`config.mk`:
```
export PLATFORM = sky130hd
export DESIGN_NAME = st7735s_spi_tx
export DESIGN_NICKNAME = d
export VERILOG_FILES = /design/src/rtl/st7735s_spi_tx.sv
export SDC_FILE = /design/constraint.sdc
export NUM_CORES = 1
export LEC_CHECK = 0
export CAP_MARGIN = 20
export CELL_PAD_IN_SITES_DETAIL_PLACEMENT = 1
export CELL_PAD_IN_SITES_GLOBAL_PLACEMENT = 2
export CORE_MARGIN = 4
export CORE_UTILIZATION = 36
export CTS_BUF_LIST = sky130_fd_sc_hd__clkbuf_2
export DETAILED_ROUTE_END_ITERATION = 8
export HOLD_SLACK_MARGIN = 0.08
export PLACE_DENSITY_LB_ADDON = 0.12
export SLEW_MARGIN = 30
export SYNTH_ARGS = -nofsm -noshare
export SYNTH_HDL_FRONTEND = slang
export SYNTH_SLANG_ARGS = --single-unit
```
`constraint.sdc`:
```
create_clock -name i_clk -period 2.3 [get_ports i_clk]
set_clock_uncertainty 0.15 [all_clocks]
set_input_delay 0.46 -clock i_clk [delete_from_list [all_inputs] [get_ports i_clk]]
set_output_delay 0.46 -clock i_clk [all_outputs]
set_load 0.05 [all_outputs]
```
`src/rtl/st7735s_spi_tx.sv`:
```
// st7735s_spi_tx: write-only 4-wire SPI byte transmitter (mode 0, MSB first)
// for an ST7735S LCD controller. One byte per handshake, flagged command/data
// on the D/C line. All outputs are registered.
//
// Build option: define ST7735S_SS_GAP_EN to insert a GAP state after HOLD that
// keeps CSX high (and o_waiting low) for one extra half-bit period, so that
// consecutive bytes are always separated by a CSX-high pulse.
module st7735s_spi_tx #(
    parameter int c_CLOCK_PER_SPI_HALF_BIT = 50
) (
    input  logic       i_clk,
    input  logic       i_nrst,
    input  logic       i_ncommand,
    input  logic [7:0] i_data,
    input  logic       i_data_rdy,
    output logic       o_waiting,
    output logic       o_spi_clk,
    output logic       o_spi_mosi,
    output logic       o_spi_dc,
    output logic       o_spi_ss
);

    localparam int c_N     = c_CLOCK_PER_SPI_HALF_BIT;
    localparam int c_CNT_W = $clog2(c_N) + 1;
    localparam logic [c_CNT_W-1:0] c_CNT_LAST = c_CNT_W'(c_N - 1);
    localparam logic [c_CNT_W-1:0] c_CNT_ONE  = c_CNT_W'(1);

    typedef enum logic [2:0] {
        ST_IDLE,
        ST_SETUP,
        ST_HIGH,
        ST_LOW,
        ST_HOLD,
        ST_GAP
    } t_state;

    t_state             r_state;
    t_state             w_state_next;
    logic [c_CNT_W-1:0] r_cnt;
    logic [c_CNT_W-1:0] w_cnt_next;
    logic [2:0]         r_bit;
    logic [2:0]         w_bit_next;
    logic [7:0]         r_shift;
    logic [7:0]         w_shift_next;
    logic               r_waiting;
    logic               w_waiting_next;
    logic               r_sck;
    logic               w_sck_next;
    logic               r_mosi;
    logic               w_mosi_next;
    logic               r_dc;
    logic               w_dc_next;
    logic               r_ss;
    logic               w_ss_next;

    assign o_waiting  = r_waiting;
    assign o_spi_clk  = r_sck;
    assign o_spi_mosi = r_mosi;
    assign o_spi_dc   = r_dc;
    assign o_spi_ss   = r_ss;

    // State and output registers; reset aborts any byte in flight immediately.
    always_ff @(posedge i_clk or negedge i_nrst) begin
        if (!i_nrst) begin
            r_state   <= ST_IDLE;
            r_cnt     <= '0;
            r_bit     <= 3'd0;
            r_shift   <= 8'h00;
            r_waiting <= 1'b0;
            r_sck     <= 1'b0;
            r_mosi    <= 1'b0;
            r_dc      <= 1'b0;
            r_ss      <= 1'b1;
        end else begin
            r_state   <= w_state_next;
            r_cnt     <= w_cnt_next;
            r_bit     <= w_bit_next;
            r_shift   <= w_shift_next;
            r_waiting <= w_waiting_next;
            r_sck     <= w_sck_next;
            r_mosi    <= w_mosi_next;
            r_dc      <= w_dc_next;
            r_ss      <= w_ss_next;
        end
    end

    // Next-state and next-output logic; every phase lasts c_N cycles, timed by r_cnt.
    always_comb begin
        w_state_next   = r_state;
        w_cnt_next     = r_cnt;
        w_bit_next     = r_bit;
        w_shift_next   = r_shift;
        w_waiting_next = r_waiting;
        w_sck_next     = r_sck;
        w_mosi_next    = r_mosi;
        w_dc_next      = r_dc;
        w_ss_next      = r_ss;

        case (r_state)
            ST_IDLE: begin
                // o_waiting comes up one cycle after reset release; a strobe is
                // only honoured once o_waiting is already visible.
                w_waiting_next = 1'b1;
                w_ss_next      = 1'b1;
                w_sck_next     = 1'b0;
                w_mosi_next    = 1'b0;
                w_cnt_next     = '0;
                if (r_waiting && i_data_rdy) begin
                    w_state_next   = ST_SETUP;
                    w_shift_next   = i_data;
                    w_dc_next      = i_ncommand;
                    w_waiting_next = 1'b0;
                    w_ss_next      = 1'b0;
                    w_mosi_next    = i_data[7];
                    w_bit_next     = 3'd7;
                end
            end

            ST_SETUP: begin
                // MOSI already carries bit 7; give it a full half-period of setup.
                if (r_cnt == c_CNT_LAST) begin
                    w_state_next = ST_HIGH;
                    w_cnt_next   = '0;
                    w_sck_next   = 1'b1;
                end else begin
                    w_cnt_next = r_cnt + c_CNT_ONE;
                end
            end

            ST_HIGH: begin
                // Falling SCK edge: present the next bit (or 0 after bit 0).
                if (r_cnt == c_CNT_LAST) begin
                    w_cnt_next   = '0;
                    w_sck_next   = 1'b0;
                    w_shift_next = {r_shift[6:0], 1'b0};
                    w_bit_next   = r_bit - 3'd1;
                    if (r_bit == 3'd0) begin
                        w_state_next = ST_HOLD;
                        w_mosi_next  = 1'b0;
                    end else begin
                        w_state_next = ST_LOW;
                        w_mosi_next  = r_shift[6];
                    end
                end else begin
                    w_cnt_next = r_cnt + c_CNT_ONE;
                end
            end

            ST_LOW: begin
                if (r_cnt == c_CNT_LAST) begin
                    w_state_next = ST_HIGH;
                    w_cnt_next   = '0;
                    w_sck_next   = 1'b1;
                end else begin
                    w_cnt_next = r_cnt + c_CNT_ONE;
                end
            end

            ST_HOLD: begin
                // Low half of bit 0 with CSX still asserted, then release CSX.
                if (r_cnt == c_CNT_LAST) begin
                    w_cnt_next = '0;
                    w_ss_next  = 1'b1;
`ifdef ST7735S_SS_GAP_EN
                    w_state_next   = ST_GAP;
                    w_waiting_next = 1'b0;
`else
                    w_state_next   = ST_IDLE;
                    w_waiting_next = 1'b1;
`endif
                end else begin
                    w_cnt_next = r_cnt + c_CNT_ONE;
                end
            end

`ifdef ST7735S_SS_GAP_EN
            ST_GAP: begin
                // Guaranteed CSX-high interval before the next byte may start.
                if (r_cnt == c_CNT_LAST) begin
                    w_state_next   = ST_IDLE;
                    w_cnt_next     = '0;
                    w_waiting_next = 1'b1;
                end else begin
                    w_cnt_next = r_cnt + c_CNT_ONE;
                end
            end
`endif

            default: begin
                w_state_next   = ST_IDLE;
                w_cnt_next     = '0;
                w_waiting_next = 1'b0;
                w_sck_next     = 1'b0;
                w_mosi_next    = 1'b0;
                w_ss_next      = 1'b1;
            end
        endcase
    end

endmodule

```
; ---- Word level (Yosys, flattened, before mapping)
; Index checks and enable logic that the tools add are counted.
[op_classes]
mul = 0
div = 0
eq_ne = 9
n_bitwise = 3
n_reduce_logical = 14
mux = 24
add_sub_neg = 2
shifts = 0
magnitude_cmp = 0
[op_table]
columns = op, n
row1 = $mux W7, 4
row2 = $mux W3, 7
row3 = $pmux W7 S2, 1
row4 = $pmux W1 S3, 4
row5 = $pmux W3 S4, 1
row6 = $add A7 B1 Y7 const B, 1
row7 = $eq A7 B6 Y1 const B, 1
row8 = $eq A3 B2 Y1 const B, 2
row9 = $logic_not A3 Y1, 2
row10 = $mux W1, 6
row11 = $ne A2 B2 Y1 const B, 3
row12 = $pmux W3 S2, 1
row13 = $reduce_and A2 Y1, 3
row14 = $reduce_and A3 Y1, 2
row15 = $reduce_or A3 Y1, 2
row16 = $reduce_and A4 Y1, 1
row17 = $reduce_or A4 Y1, 1
row18 = $eq A3 B1 Y1 const B, 1
row19 = $eq A3 B3 Y1 const B, 1
row20 = $not A1 Y1, 3
row21 = $sub A3 B1 Y3 const B, 1
row22 = $ne A2 B1 Y1 const B, 1
row23 = $reduce_bool A2 Y1, 1
row24 = $reduce_or A2 Y1, 1
row25 = $logic_and A1 B1 Y1, 1
[word_totals]
out_inout_bits = 5
regBits = 25
latch_bits = 0
mem_bits_ro = 0
mem_count = 0
word_cells = 61
mem_bits_rw = 0
input_bits = 12

; ---- Depth between registers and ports, before layout
; Gate-level depths: netlist (run 1).
[logic_depth]
depth_word = 4
depth_mapped = 7
mapped_depth_nobuf = 6

; ---- Least setup slack after synthesis (run 1)
; OpenSTA, ideal clock, no wires.
[synth_timing]
path_kind = reg-to-reg
from = register r_cnt[1]
to = register r_bit[1]
n_path_buf = 1
path_slack_ns = 0.453
required_time_ns = 2.054
setup_time_ns = 0.096
path_stages_with_launch = 7
arrival_ns = 1.601
synth_period_minus_slack_ns = 1.847
cell_sequence = dfrtp_1 -> inv_1 -> ha_1 -> or4b_4 -> or2_0 -> buf_2 -> a311oi_2
[synth_via]
elab_chain_cells = 3
[synth_lines]
columns = item, line_no
row1 = start: declaration, 39  ; logic [c_CNT_W-1:0] r_cnt;
row2 = start signal: assignment, 76  ; r_cnt <= w_cnt_next;
row3 = $eq A7 B6 Y1, 132  ; if (r_cnt == c_CNT_LAST) begin
row4 = $ne A2 B2 Y1 (no line), n/a
row5 = $reduce_and A3 Y1 (no line), n/a
row6 = end signal: assignment, 77  ; r_bit <= w_bit_next;
row7 = end: declaration, 41  ; logic [2:0] r_bit;
; Every way passes these cells.
; A chain may end at the register's enable or synchronous reset.

; ---- Worst setup path after layout (run 1)
[layout_timing]
from = register r_dc, in the netlist o_spi_dc
to = output port o_spi_dc
[layout_rtl]
columns = item, line_no
row1 = start: declaration, 51  ; logic r_dc;
row2 = start signal: assignment, 82  ; r_dc <= w_dc_next;
row3 = end: declaration, 19  ; output logic o_spi_dc,
; No word-level cell between the ends.

==> flow_summary.yaml, run 1 <==
run_status:
  status: "completed"
clock_tree:
  clock_latency_ps: 350
  clockRootBuffer: "clkbuf_2"
  postCtsSetupBuffers: 0
  hold_buffers: 0
  cts_tree: "done"
  htreeDepth: 1
  clockBufferDepth: 2
  clock-sinks: 25
  cts_made_buffers: 3
  cts.clk_slew.worst_paths_ps: 250
synthesis:
  synth_area_per_cell_um2: 9.94
  synth_edf_count: 0
  yosysUniqueCellTypes: 37
  yosys-top-cells-area: "dfrtp_1, mux2i_1, nor2_1"
  synth-warning-count: 0
  ys_seq_area_share_pct: 47.8
  synth_seq_cells: 25
  synth_flop_cell: "dfrtp_1"
  yosysTopAreaCell: "dfrtp_1"
  synth_top_cells_by_count: "dfrtp_1, nor2_1, a21oi_1"
  syn-cell-area_um2: 1310
  synth_top_family_by_area: "simple AND/OR/NAND/NOR gates"
  synth_top_area_share_pct: 45.8
  syn_nets: 148
  synth-compound-area-share_pct: 16.7
  ys_async_sr_fraction_pct: 100
  yosys.area_share.adder_pct: 3.81
  syn-instance-count: 132
  yosys.area_share.simple_pct: 17.8
  synthMuxAreaShare_pct: 6.20
  synthMostInstantiatedCell: "dfrtp_1"
  synth_xor_area_share_pct: 4.00
drt:
  post-route-drc-count: 0
  detail_route.first_pass.iterations: 3
  num_vias: 1013
  wl_per_cell_um: 15.1
  wirelength_mm: 2.95
  drt_iter0_markers: 45
  drt-vias-per-instance: 5.19
  ant_nets: 0
hold_path:
  hold_class: "input pin to async pin"
placement:
  io_buffers: 16
  gp_congestion: 0.741
  placed_area_um2: 1520
  post-place-cells: 191
  dp_hpwl_mm: 2.13
timing:
  hold_slack_ps: 270
  finalSetupViolCount: 0
  fin_crit_ps: 2180
  max-slew-margin-rel_pct: 65.1
  setup_tns_ps: 0
  finalHoldViolations: 0
  fmax_mhz: 459
  slew_viol_final: 0
  period_share_pct: 94.8
  grt_setup_unrepaired: "false"
  tightest_slew_ps: 523
global_route:
  grt_pass1_wl_mm: 5.28
  grt_overflow: 0
  antenna_found_initial: 0
  grt_pass1_vias: 1059
  grt_max_degree: 26
  grt_usage_pct: 15.1
critical_path:
  cpPeakStageDelay_ps: 810
  worstPathRequired_ps: 1690
  path_class: "register to output pin"
  cp_max_fo: 2
  arrival_ps: 1570
  path_cells: "clkdlybuf4s50_1"
  endpoint_kind: "output pin"
  cpMaxStageDelayCell: "clkdlybuf4s50_1"
  path_delay_family: "buffers and inverters"
  path_buf_inv: 1
  critPathLaunchType: "register"
power_and_ir_drop:
  ir_drop_mv: 0.503
  p_total_mw: 1.84
  powerDensity_nw_per_um2: 1190
  power.leakage_nw: 0.651
die:
  die_x_um: 68.4
  start_util_pct: 38.4
  core_um2: 3420
  rows: 21
  fp.dieArea_um2: 4680
  die_h_um: 68.4
  io-pin-count: 17
layout:
  syn2layout_area_growth_pct: 17.9
  n_antenna_cell: 0
  drive_above_1_share_pct: 13.4
  nNetsFinal: 166
  nFillCells: 394
  fin_area_um2: 1550
  fin_cells: 195
run:
  max-cap-violations: 0
## through the flow
step | setup slack [ps] | util, %
floorplan | 453 | -
global placement | 176 | 44.5
detailed placement | 186 | 44.5
CTS | 18.5 | 45.1
global route | 29.0 | 45.3
finish | 120 | 45.3
## state kept, by name (all words and copies together), names as in the netlist
name,cells
o_spi_dc,1
o_spi_clk,1
r_bit,3
o_spi_ss,1
r_cnt,7
o_waiting,1
o_spi_mosi,1
r_shift,7
r_state,3
## worst paths after layout
| kind | startpoint | endpoint | slack [ps] | cells after the start |
|---|---|---|---|---|
| max | o_spi_dc$_DFFE_PN0P_ | o_spi_dc | 120 | 1 |
| min | i_nrst | o_spi_mosi$_DFFE_PN0P_ | 270 | 2 |
| max reg2reg | r_cnt[1]$_DFF_PN0_ | r_cnt[5]$_DFF_PN0_ | 260 | 6 |
| min reg2reg | r_cnt[0]$_DFF_PN0_ | r_cnt[0]$_DFF_PN0_ | 360 | 1 |
| max in group asynchronous | i_nrst | o_spi_ss$_DFFE_PN1P_ | 1410 | 2 |
| min in group i_clk | r_cnt[0]$_DFF_PN0_ | r_cnt[0]$_DFF_PN0_ | 360 | 1 |
## placed cells by master (no fill, tap or decap), types with 2 or more instances in the layout
cell type         n
a211oi_1          2
a21oi_1          10
a31oi_1           6
a32o_1            2
and3_1            3
buf_4             5
clkbuf_2          4
clkdlybuf4s50_1  12
dfrtp_1          24
dlymetal6s2s_1    3
ha_1              4
inv_1             3
mux2i_1           7
nand2_1           7
nand2b_1          3
nand3_1           5
nor2_1           16
nor3_1            4
o21ai_0           3
o21ai_1           4
or2_2             2
xnor2_1           4
xor2_1            2
## metal layers
layer | part of all wire, % | wire (um) | GRT usage [%]
met5 | 0 | 0 | 0
met4 | 0.64 | 19 | 5.21
met3 | 2.6 | 78 | 2.96
met2 | 48 | 1420 | 24.2
met1 | 49 | 1440 | 20.2
## power breakdown
part	switching [mW]	internal (mW)
registers	0.154	0.640
clock network	0.136	0.0459
logic	0.510	0.358
## cell families after synthesis
family,Yosys count
and+or+nand+nor,46
buffers and inverters,10
xor gates and xnor gates,6
DFF,25
AOI/OAI and AO/OA,33
muxes,8
adders and majority gates,4
## final cells by class
type	instances	area, um2	share of cell area (%)
clock buffers	4	20.0	1.29
inverters	3	11.3	0.728
multi-input cells	97	637	41.1
flip-flops and latches	25	627	40.5
well taps	46	57.6	3.72
repair buffers	20	195	12.6
## timing repair
| item | 4_1_cts | 5_1_grt |
|---|---|---|
| hold endpoints to repair | 0 | 0 |
| setup endpoints to repair | 0 | 3 |
| gates resized for setup | 0 | 3 |
Power figures use the tool's default switching activity.
==> inputs of run 2 (changes only) <==
--- a/config.mk
+++ b/config.mk
@@ -5,7 +5,6 @@
 export SDC_FILE = /design/constraint.sdc
 export NUM_CORES = 1
 export LEC_CHECK = 0
-export CAP_MARGIN = 20
 export CELL_PAD_IN_SITES_DETAIL_PLACEMENT = 1
 export CELL_PAD_IN_SITES_GLOBAL_PLACEMENT = 2
 export CORE_MARGIN = 4
==> results of run 2 <==
Final layout, timing and power as in run 1 (identical DEF).
